`src/rtl/product_accumulator.sv`:
```
// Frame accumulator: sums a programmable number of signed products into an AW-bit total.
// Optional saturation on overflow when PRODUCT_ACC_SAT_EN is defined (default: wrap).
module product_accumulator #(
  parameter int PW = 32,
  parameter int AW = 40,
  parameter int CW = 8
) (
  input  logic          clk,
  input  logic          rst_n,
  input  logic          i_clr,
  input  logic [CW-1:0] i_len,
  input  logic          i_in_valid,
  output logic          o_in_ready,
  input  logic [PW-1:0] i_in_data,
  output logic          o_out_valid,
  input  logic          i_out_ready,
  output logic [AW-1:0] o_out_data,
  output logic          o_out_ovf
);

  typedef enum logic [1:0] {IDLE, ACC, HOLD} state_t;

  state_t        r_state;
  logic [AW-1:0] r_acc;
  logic [CW-1:0] r_count;
  logic [CW-1:0] r_len_q;
  logic          r_ovf;
  logic          r_out_valid;

  logic [AW-1:0] w_ext;
  logic [AW-1:0] w_sum;
  logic [AW-1:0] w_acc_next;
  logic [CW-1:0] w_len_eff;
  logic [CW-1:0] w_count_inc;
  logic          w_ovf;

  assign w_ext       = AW'($signed(i_in_data));
  assign w_sum       = r_acc + w_ext;
  assign w_ovf       = (r_acc[AW-1] == w_ext[AW-1]) && (w_sum[AW-1] != r_acc[AW-1]);
  assign w_len_eff   = (i_len == '0) ? CW'(1) : i_len;
  assign w_count_inc = r_count + CW'(1);

`ifdef PRODUCT_ACC_SAT_EN
  // Clamp toward the common operand sign; later additions continue from the clamp.
  assign w_acc_next = !w_ovf        ? w_sum :
                      r_acc[AW-1]   ? {1'b1, {(AW-1){1'b0}}} :
                                      {1'b0, {(AW-1){1'b1}}};
`else
  assign w_acc_next = w_sum;
`endif

  assign o_in_ready  = (r_state != HOLD) & ~i_clr;
  assign o_out_valid = r_out_valid;
  assign o_out_data  = r_acc;
  assign o_out_ovf   = r_ovf;

  always_ff @(posedge clk or negedge rst_n) begin
    if (!rst_n) begin
      r_state     <= IDLE;
      r_acc       <= '0;
      r_count     <= '0;
      r_len_q     <= '0;
      r_ovf       <= 1'b0;
      r_out_valid <= 1'b0;
    end else if (i_clr) begin
      r_state     <= IDLE;
      r_acc       <= '0;
      r_count     <= '0;
      r_ovf       <= 1'b0;
      r_out_valid <= 1'b0;
    end else begin
      case (r_state)
        IDLE: begin
          if (i_in_valid) begin
            r_acc   <= w_ext;
            r_count <= CW'(1);
            r_len_q <= w_len_eff;
            r_ovf   <= 1'b0;
            if (w_len_eff == CW'(1)) begin
              r_state     <= HOLD;
              r_out_valid <= 1'b1;
            end else begin
              r_state <= ACC;
            end
          end
        end
        ACC: begin
          if (i_in_valid) begin
            r_acc   <= w_acc_next;
            r_count <= w_count_inc;
            r_ovf   <= r_ovf | w_ovf;
            if (w_count_inc == r_len_q) begin
              r_state     <= HOLD;
              r_out_valid <= 1'b1;
            end
          end
        end
        HOLD: begin
          if (i_out_ready) begin
            r_state     <= IDLE;
            r_out_valid <= 1'b0;
          end
        end
        default: begin
          r_state     <= IDLE;
          r_out_valid <= 1'b0;
        end
      endcase
    end
  end

endmodule

```
`config.mk`:
```
export PLATFORM = sky130hd
export DESIGN_NAME = product_accumulator
export DESIGN_NICKNAME = d
export VERILOG_FILES = /design/src/rtl/product_accumulator.sv
export SDC_FILE = /design/constraint.sdc
export NUM_CORES = 1
export LEC_CHECK = 0
export ABC_CLOCK_PERIOD_IN_PS = 8390
export BUFFER_PORTS_ARGS = -buffer_cell sky130_fd_sc_hd__buf_2
export CORE_UTILIZATION = 55
export DETAILED_ROUTE_END_ITERATION = 16
export PLACE_DENSITY = 0.79
export SLEW_MARGIN = 20
export SYNTH_ARGS = -nofsm -noshare
export SYNTH_HDL_FRONTEND = slang
export SYNTH_SLANG_ARGS = --single-unit
```
`constraint.sdc`:
```
create_clock -name clk -period 8.39 [get_ports clk]
set_input_delay 0.839 -clock clk [delete_from_list [all_inputs] [get_ports clk]]
set_output_delay 0.839 -clock clk [all_outputs]
set_load 0.03 [all_outputs]
```
# Word-level counts from Yosys, hierarchy flattened
# Cells that the tools add are included.
# op_classes
mux,27
addsub,2
reduce_logical,8
n_eq_ne,12
n_bitwise,3
# ops
cell,count
$mux W40,3
$pmux W40 S2,1
$add A40 B40 Y40,1
$mux W8,4
$pmux W8 S2,1
$ne A3 B3 Y1 const B,5
$mux W2,6
$mux W1,9
$add A8 B1 Y8 const B,1
$eq A8 B1 Y1 const B,1
$eq A8 B8 Y1,1
$logic_not A8 Y1,1
$pmux W2 S3,1
$reduce_and A3 Y1,2
$reduce_and A5 Y1,1
$reduce_and A4 Y1,1
$pmux W1 S3,1
$reduce_bool A3 Y1,1
$eq A2 B1 Y1 const B,1
$eq A2 B2 Y1 const B,1
$logic_not A2 Y1,1
$ne A2 B2 Y1 const B,1
$pmux W1 S2,1
$and A1 B1 Y1,1
5 further kinds,5
# word_totals
reg_bits,60
input_bits,45
out_inout_bits,43

# Depth between registers and ports, before layout
# Gate-level depths: netlist (run 1).
# logic_depth
ltp_word,7
depth_mapped,11
mapped_depth_nobuf,11

# Least setup slack after synthesis (run 1)
# No wires, ideal clock.
# synth_path
path_type,input-to-reg
from,input i_in_data[4]
to,"register r_acc[39], in the netlist o_out_data[39]"
path_slack_ns,5.173
setup_time_ns,0.082
n_path_buf,0
required_ns,8.308
path_stages,10
t_arrival_ns,3.135
cell_sequence,ha_1 nand3_1 o211ai_2 nor3b_4 o41ai_4 nor4_2 nor3_2 o31ai_2 mux2_1 a31oi_1
# synth_between
elab_chain_len,4
# synth_rtl
item,line_no,source
"start, declared",14,"input logic [PW-1:0] i_in_data,"
$add A40 B40 Y40,38,assign w_sum = r_acc + w_ext;
$mux W40,88,if (i_in_valid) begin
$pmux W40 S2,72,case (r_state)
$mux W40,65,end else if (i_clr) begin
"end signal, assigned",75,r_acc <= w_ext;
"end signal, assigned",89,r_acc <= w_acc_next;
"end, declared",24,logic [AW-1:0] r_acc;
# No other way between the ends. The select of a mux whose other input is x is not followed.
# A chain may end at the register's enable or synchronous reset.

# Worst setup path after layout (run 1)
# Same ends and word-level chain as after synthesis.

==> insert_results.sql, run 1 <==
INSERT INTO impl_metrics (metric_group, metric, value, unit) VALUES
('status', 'outcome', 'finished clean', ''),
('clock_tree', 'cts-buffers-inserted', '9', ''),
('critical_path', 'reg2reg_to', 'o_out_data[39]$_DFFE_PN0P_', ''),
('power', 'power.ir.vdd_worst', '0.141', 'mV'),
('finish', 'flow.area_growth_from_synthesis', '14.8', '%'),
('place', 'finalWeightedCongestion', '0.927', ''),
('route', 'detail_route.drc_violations', '0', ''),
('finish', 'area.sequential', '0.00150', 'mm²'),
('grt', 'grt_overflow_total', '0', ''),
('critical_path', 'depth_of_the_worst_register_to_register_path', '10', ''),
('critical_path', 'rrSetupSlack', '5230', 'ps'),
('sta', 'report.final.hold_viol_count', '0', ''),
('yosys', 'synth.yosys.seq_area_share', '30.4', '%'),
('grt', 'grtUsageTotal', '29.6', '%'),
('route', 'violation_count_after_the_first_detailed_routing_iteration', '253', ''),
('critical_path', 'arrival', '3600', 'ps'),
('finish', 'num-nets-final', '762', ''),
('clock_tree', 'cts_clock_pin_slew_for_the_worst_setup_and_hold_paths', '70', 'ps'),
('floorplanning', 'area_enclosed_by_the_die_boundary', '0.00936', 'mm²'),
('yosys', 'netlist-cell-type-count', '61', ''),
('critical_path', 'critPathCaptureType', 'register', ''),
('sta', 'worst_clock_skew', '13.3', 'ps'),
('grt', 'grt_max_degree', '61', ''),
('power', 'power_switching', '0.427', 'mW'),
('critical_path', 'critPathMaxStageDelay', '450', 'ps'),
('critical_path', 'setup.worst_path.class', 'input pin to register', ''),
('sta', 'final.setup.tns', '0', 'ps'),
('place', 'hpwl', '9570', 'µm'),
('yosys', 'syn-instance-count', '600', ''),
('route', 'via_count', '4876', ''),
('critical_path', 'path_depth', '11', ''),
('floorplanning', 'floorplan.initialDensity', '56.6', '%'),
('clock_tree', 'cts_repair_resize_count', '0', ''),
('power', 'clkPwrFrac', '27.4', '%'),
('route', 'routed_wire_length_per_instance', '16.9', 'µm'),
('yosys', 'ys_seq_elements', '60', ''),
('route', 'number_of_nets_with_antenna_violations_after_detailed_routing', '0', ''),
('critical_path', 'setup.worst_path.start', 'i_in_data[4]', ''),
('clock_tree', 'cts_tree', 'done', ''),
('sta', 'max-slew-margin-rel', '36.7', '%'),
('yosys', 'synth_enable_flop_cells', '0', ''),
('power', 'p_int', '0.654', 'mW'),
('power', 'power.share.sequential', '32.6', '%'),
('floorplanning', 'placementRows', '34', ''),
('floorplanning', 'die_h', '96.8', 'µm'),
('sta', 'finalHoldWorstSlack', '503', 'ps'),
('clock_tree', 'cts.sinks', '60', ''),
('sta', 'final-setup-viol-count', '0', ''),
('route', 'via_per_inst', '6.18', ''),
('critical_path', 'crit_path_top_delay_cell', 'nor4_2', ''),
('yosys', 'syn-cell-area', '0.00494', 'mm²'),
('critical_path', 'crit_fanout', '6', ''),
('critical_path', 'crit_family', 'simple AND/OR/NAND/NOR gates', ''),
('place', 'port_buffers', '87', ''),
('route', 'routed_wirelength', '13300', 'µm'),
('floorplanning', 'floorplan.core_area', '0.00872', 'mm²'),
('sta', 'worst_slew_pin_slew', '944', 'ps'),
('critical_path', 'worstPathRequired', '8660', 'ps'),
('yosys', 'synth.net_count', '686', ''),
('yosys', 'synth_ff_type', 'dfrtp_1', ''),
('clock_tree', 'hold_buffers', '0', ''),
('power', 'sw_share', '39.5', '%'),
('worst_hold_path', 'hp-class', 'register to register', ''),
('power', 'pwr_density_cell', '191', 'mW/mm²'),
('finish', 'diodes', '0', ''),
('route', 'drtPass1Iterations', '5', ''),
('grt', 'first_pass_grt_wire_length', '22900', 'µm'),
('yosys', 'yosysWarningCount', '0', ''),
('flow_run', 'cap_viol_max_count', '0', ''),
('yosys', 'synth_area_per_cell', '8.23', 'µm²'),
('power', 'p_leak', '2.74', 'nW');
sequential cells by signal, indices dropped and copies added, names as in the netlist:
register and count:
o_out_data 40, o_out_ovf 1, o_out_valid 1, r_count 8, r_len_q 8, r_state 2
final cells by class:
cell class | instances | share of cell area (%)
Multi-Input combinational cell | 506 | 58.5
Sequential cell | 60 | 26.5
Timing Repair Buffer | 93 | 8.47
Tap cell | 108 | 2.38
Clock buffer | 10 | 2.25
Clock inverter | 6 | 1.57
Inverter | 6 | 0.397
how the worst min path moves through the flow:
stage / endpoint / slack, ps / cells past startpoint
after floorplan: r_count[7]$_DFFE_PN0P_ / 470 / 1
after global placement: o_out_data[33]$_DFFE_PN0P_ / 480 / 2
after detailed placement: o_out_data[33]$_DFFE_PN0P_ / 490 / 2
after CTS: o_out_data[33]$_DFFE_PN0P_ / 510 / 2
after global routing: r_count[7]$_DFFE_PN0P_ / 520 / 1
final: o_out_data[33]$_DFFE_PN0P_ / 500 / 2
cell usage after synthesis (all sizes together), types with 4 or more instances:
cell type,n,area [µm²]
inv,6,22.5
nor3,13,70.1
dfrtp,60,1500
nor2b,4,25.0
o31ai,4,35.0
ha,40,500
and2,5,33.8
o21a,10,75.1
a22oi,12,90.1
o21bai,6,45.0
a21oi,57,285
mux2,8,90.1
a311oi,12,105
a31oi,8,50.1
a211oi,8,60.1
clkbuf,24,90.1
nor2,60,225
nor4,5,37.5
xnor2,24,210
buf,4,18.8
nand2,78,293
a21o,20,150
xor2,21,184
o21ai,48,240
nand3,16,80.1
metal layers:
| metal | global-route usage, % | share of wire [%] | vias up |
|---|---|---|---|
| met5 | 0 | 0 | - |
| met4 | 10.1 | 2.3 | 0 |
| met3 | 6.21 | 5.6 | 29 |
| met2 | 49.0 | 47 | 178 |
| met1 | 38.4 | 45 | 2318 |
| li1 | - | - | 2351 |
tightest hold or removal path: stages, from the launching register on:
cell	delay, ps
dfrtp_1	360
nand2_1	50
nand2_1	50
cell families after synthesis:
family                   Yosys count  synth area share (%)
buffers and inverters             34                  2.66
XOR/XNOR                          45                  7.98
AO/OA/AOI/OAI                    210                  27.9
AND/OR/NAND/NOR                  199                  18.1
multiplexers                      11                  2.43
flip-flops                        60                  30.4
adder cells (fa/ha/maj)           41                  10.5
per-stage QoR:
stage	utilization [%]	worst slack, ps	power (mW)	instances	area [µm²]
after floorplan	-	5170	0.669	600	4940
final	65.1	5060	1.08	789	5670
after global placement	62.6	4790	0.773	773	5460
after CTS	65.1	5080	1.08	789	5670
after global routing	65.1	4860	1.15	789	5670
after detailed placement	62.6	4720	0.782	773	5460
power by group through the flow:
stage | registers [mW] | clock network (mW) | logic [mW]
finish | 0.353 | 0.296 | 0.432
global route | 0.358 | 0.312 | 0.475
CTS | 0.353 | 0.302 | 0.428
detailed placement | 0.358 | 0 | 0.424
global placement | 0.356 | 0 | 0.417
floorplan | 0.395 | 0 | 0.273
(Power assumes the default switching activity.)
==> run 2, diff against run 1 <==
- ABC_CLOCK_PERIOD_IN_PS: 8390 -> 3100
- clock period: 8.39 -> 3.1 ns (I/O delays scaled with it)
==> run 2 against run 1 <==
Net effect: first-iteration DRC count grew 7.9%; utilization grew 1.6 points; setup slack lost 4900 ps; sequential power grew to 2.7 times the previous value; global-route usage grew 0.90 points; power grew to 2.7 times the previous value; clock skew shrank 2.8 ps; critical path depth is the same; count of clock-buffer cells in the layout is the same; highest routed layer unchanged; clock power grew 130%.
==> insert_results.sql, run 2 (same netlist as run 1, synthesis figures left out) <==
INSERT INTO impl_metrics (metric_group, metric, value, unit) VALUES
('clock_tree', 'clockBufferDepth', '2', ''),
('route', 'number_of_nets_with_antenna_violations_after_detailed_routing', '0', ''),
('floorplanning', 'area_enclosed_by_the_die_boundary', '0.00936', 'mm²'),
('route', 'via_per_inst', '6.23', ''),
('finish', 'layout.filler_cells', '745', ''),
('place', 'finalWeightedCongestion', '0.952', ''),
('flow_run', 'cap_viol_max_count', '0', ''),
('route', 'routed_wirelength', '14000', 'µm'),
('power', 'p_leak', '2.83', 'nW'),
('sta', 'final-max-slew-violation-count', '0', ''),
('grt', 'antenna_found_initial', '0', ''),
('sta', 'report.final.hold_viol_count', '0', ''),
('sta', 'worst_slew_pin_slew', '1070', 'ps'),
('clock_tree', 'htree_levels', '3', ''),
('grt', 'grt_overflow_total', '0', ''),
('finish', 'area.sequential', '0.00150', 'mm²'),
('status', 'outcome', 'finished clean', ''),
('sta', 'max_clock_freq', '339', 'MHz'),
('grt', 'grt_max_degree', '38', ''),
('floorplanning', 'placementRows', '34', ''),
('sta', 'share_of_the_clock_period_used_by_the_worst_path_after_layout', '95.2', '%'),
('critical_path', 'crit_path_top_delay_cell', 'dfrtp_1', ''),
('finish', 'flow.area_growth_from_synthesis', '17.7', '%'),
('clock_tree', 'clkLatencyLatePin', '350', 'ps'),
('worst_hold_path', 'hp-class', 'input pin to async pin', ''),
('sta', 'worst_clock_skew', '10.5', 'ps'),
('critical_path', 'reg2reg_to', 'o_out_data[19]$_DFFE_PN0P_', ''),
('clock_tree', 'cts_tree', 'done', ''),
('floorplanning', 'floorplan.core_area', '0.00872', 'mm²'),
('sta', 'final.setup.tns', '0', 'ps'),
('grt', 'grtUsageTotal', '30.5', '%'),
('finish', 'drive_above_1_share', '22.0', '%'),
('clock_tree', 'root_buffer', 'clkbuf_8', ''),
('route', 'routed_wire_length_per_instance', '17.3', 'µm'),
('critical_path', 'start_kind', 'register', ''),
('floorplanning', 'ioPinCount', '88', ''),
('finish', 'num-nets-final', '781', ''),
('route', 'violation_count_after_the_first_detailed_routing_iteration', '273', ''),
('critical_path', 'critPathMaxStageDelay', '400', 'ps'),
('finish', 'largest_register_ffs', '40', ''),
('grt', 'vias_in_the_first_global_route', '4993', ''),
('sta', 'max-slew-margin-rel', '28.8', '%'),
('route', 'drtPass1Iterations', '5', ''),
('finish', 'layout_commonest_cell', 'buf_2', ''),
('critical_path', 'endpoint', 'o_out_data[19]$_DFFE_PN0P_', ''),
('route', 'detail_route.drc_violations', '0', ''),
('clock_tree', 'hold_buffers', '0', ''),
('finish', 'multi_input_area', '0.00335', 'mm²'),
('critical_path', 'setup.worst_path.start', 'o_out_data[7]$_DFFE_PN0P_', ''),
('critical_path', 'critPathCaptureType', 'register', ''),
('critical_path', 'crit_fanout', '5', ''),
('critical_path', 'rrSetupSlack', '150', 'ps'),
('floorplanning', 'floorplan.initialDensity', '56.6', '%'),
('critical_path', 'depth_of_the_worst_register_to_register_path', '11', ''),
('place', 'hpwl', '10400', 'µm'),
('critical_path', 'path_cells', 'ha_1 -> and2_4 -> a221o_1 -> a31o_4 -> o41ai_4 -> buf_4 -> nand2_1 -> a31oi_1 -> xnor2_1 -> nand2_1 -> a311oi_1', ''),
('finish', 'most-common-layout-cells', '87 x buf_2, 78 x nand2_1, 60 x dfrtp_1, 59 x nor2_1, 56 x a21oi_1', ''),
('floorplanning', 'die_h', '96.8', 'µm'),
('power', 'power.ir.vdd_worst', '0.229', 'mV'),
('clock_tree', 'cts-buffers-inserted', '9', ''),
('critical_path', 'r2r-start', 'o_out_data[7]$_DFFE_PN0P_', ''),
('sta', 'setup_ws', '150', 'ps'),
('floorplanning', 'die-width', '96.8', 'µm'),
('critical_path', 'arrival', '3180', 'ps'),
('sta', 'final-setup-viol-count', '0', ''),
('finish', 'final_cell_count_no_fill', '808', ''),
('clock_tree', 'cts.sinks', '60', ''),
('critical_path', 'setup.worst_path.class', 'register to register', ''),
('sta', 'grt_setup_unrepaired', 'false', ''),
('sta', 'timing.final.crit_period', '2950', 'ps'),
('place', 'placed_instance_count', '791', ''),
('grt', 'first_pass_grt_wire_length', '23600', 'µm'),
('place', 'dp_worst_setup_slack', '67.9', 'ps'),
('power', 'pwr_density_cell', '493', 'mW/mm²'),
('place', 'port_buffers', '87', ''),
('critical_path', 'crit_top_cell', 'nand2_1', ''),
('critical_path', 'worstPathRequired', '3330', 'ps'),
('route', 'via_count', '5032', ''),
('finish', 'diodes', '0', ''),
('clock_tree', 'cts_clock_pin_slew_for_the_worst_setup_and_hold_paths', '80', 'ps');
[run 2: cell type report]
type | instances | share of cell area [%]
tap | 108 | 2.32
timing repair buffer | 112 | 10.7
inverter | 6 | 0.387
sequential | 60 | 25.8
clock inverter | 6 | 0.818
multi-input combinational | 506 | 57.6
clock buffer | 10 | 2.37
[run 2: worst max-delay path: cells and delay by family, from the launching register on]
kind	cells	cell delay (ps)
and+or+nand+nor	3	390
AOI/OAI and AO/OA	5	1370
buffers and inverters	1	190
DFF	1	400
adders and majority gates	1	350
xor gates and xnor gates	1	140
[run 2: repair_timing]
item | in CTS | in global routing
endpoints found under the hold margin | 0 | 0
gates resized for setup | 0 | 7
buffers inserted | 0 | 1
endpoints found under the setup margin | 0 | 7
[run 2: layer usage]
metal  up-vias  share of wire (%)  global-route usage [%]
met5         -                  0                       0
met4         0                2.9                    13.4
met3        38                6.8                    4.34
met2       199                 46                    50.4
met1      2401                 44                    39.7
li1       2394                  -                       -
[run 2: how the worst min path moves through the flow]
stage,startpoint,endpoint,slack (ps)
4_1_cts,rst_n,o_out_data[2]$_DFFE_PN0P_,110
6_report,rst_n,r_state[0]$_DFFE_PN0P_,80
3_3_place_gp,rst_n,r_count[7]$_DFFE_PN0P_,470
5_1_grt,rst_n,o_out_data[2]$_DFFE_PN0P_,160
2_1_floorplan,rst_n,o_out_data[0]$_DFFE_PN0P_,10
3_5_place_dp,rst_n,r_count[7]$_DFFE_PN0P_,490
[run 2: metrics by stage]
step | total power, mW | area (µm²) | hold WS [ps] | util (%)
global placement | 2.14 | 5590 | 473 | 64.1
floorplan | 1.81 | 4940 | 14.4 | -
global route | 3.04 | 5810 | 157 | 66.7
CTS | 2.85 | 5780 | 107 | 66.2
detailed placement | 2.17 | 5590 | 491 | 64.1
finish | 2.86 | 5810 | 77.8 | 66.7
[run 2: power by group]
group | total [mW] | switching [mW] | internal (mW) | leakage (nW)
Sequential | 0.957 | 0.0860 | 0.871 | 0.784
Clock | 0.675 | 0.357 | 0.319 | 0.0933
Combinational | 1.23 | 0.744 | 0.489 | 1.96
Total | 2.86 | 1.19 | 1.68 | 2.83
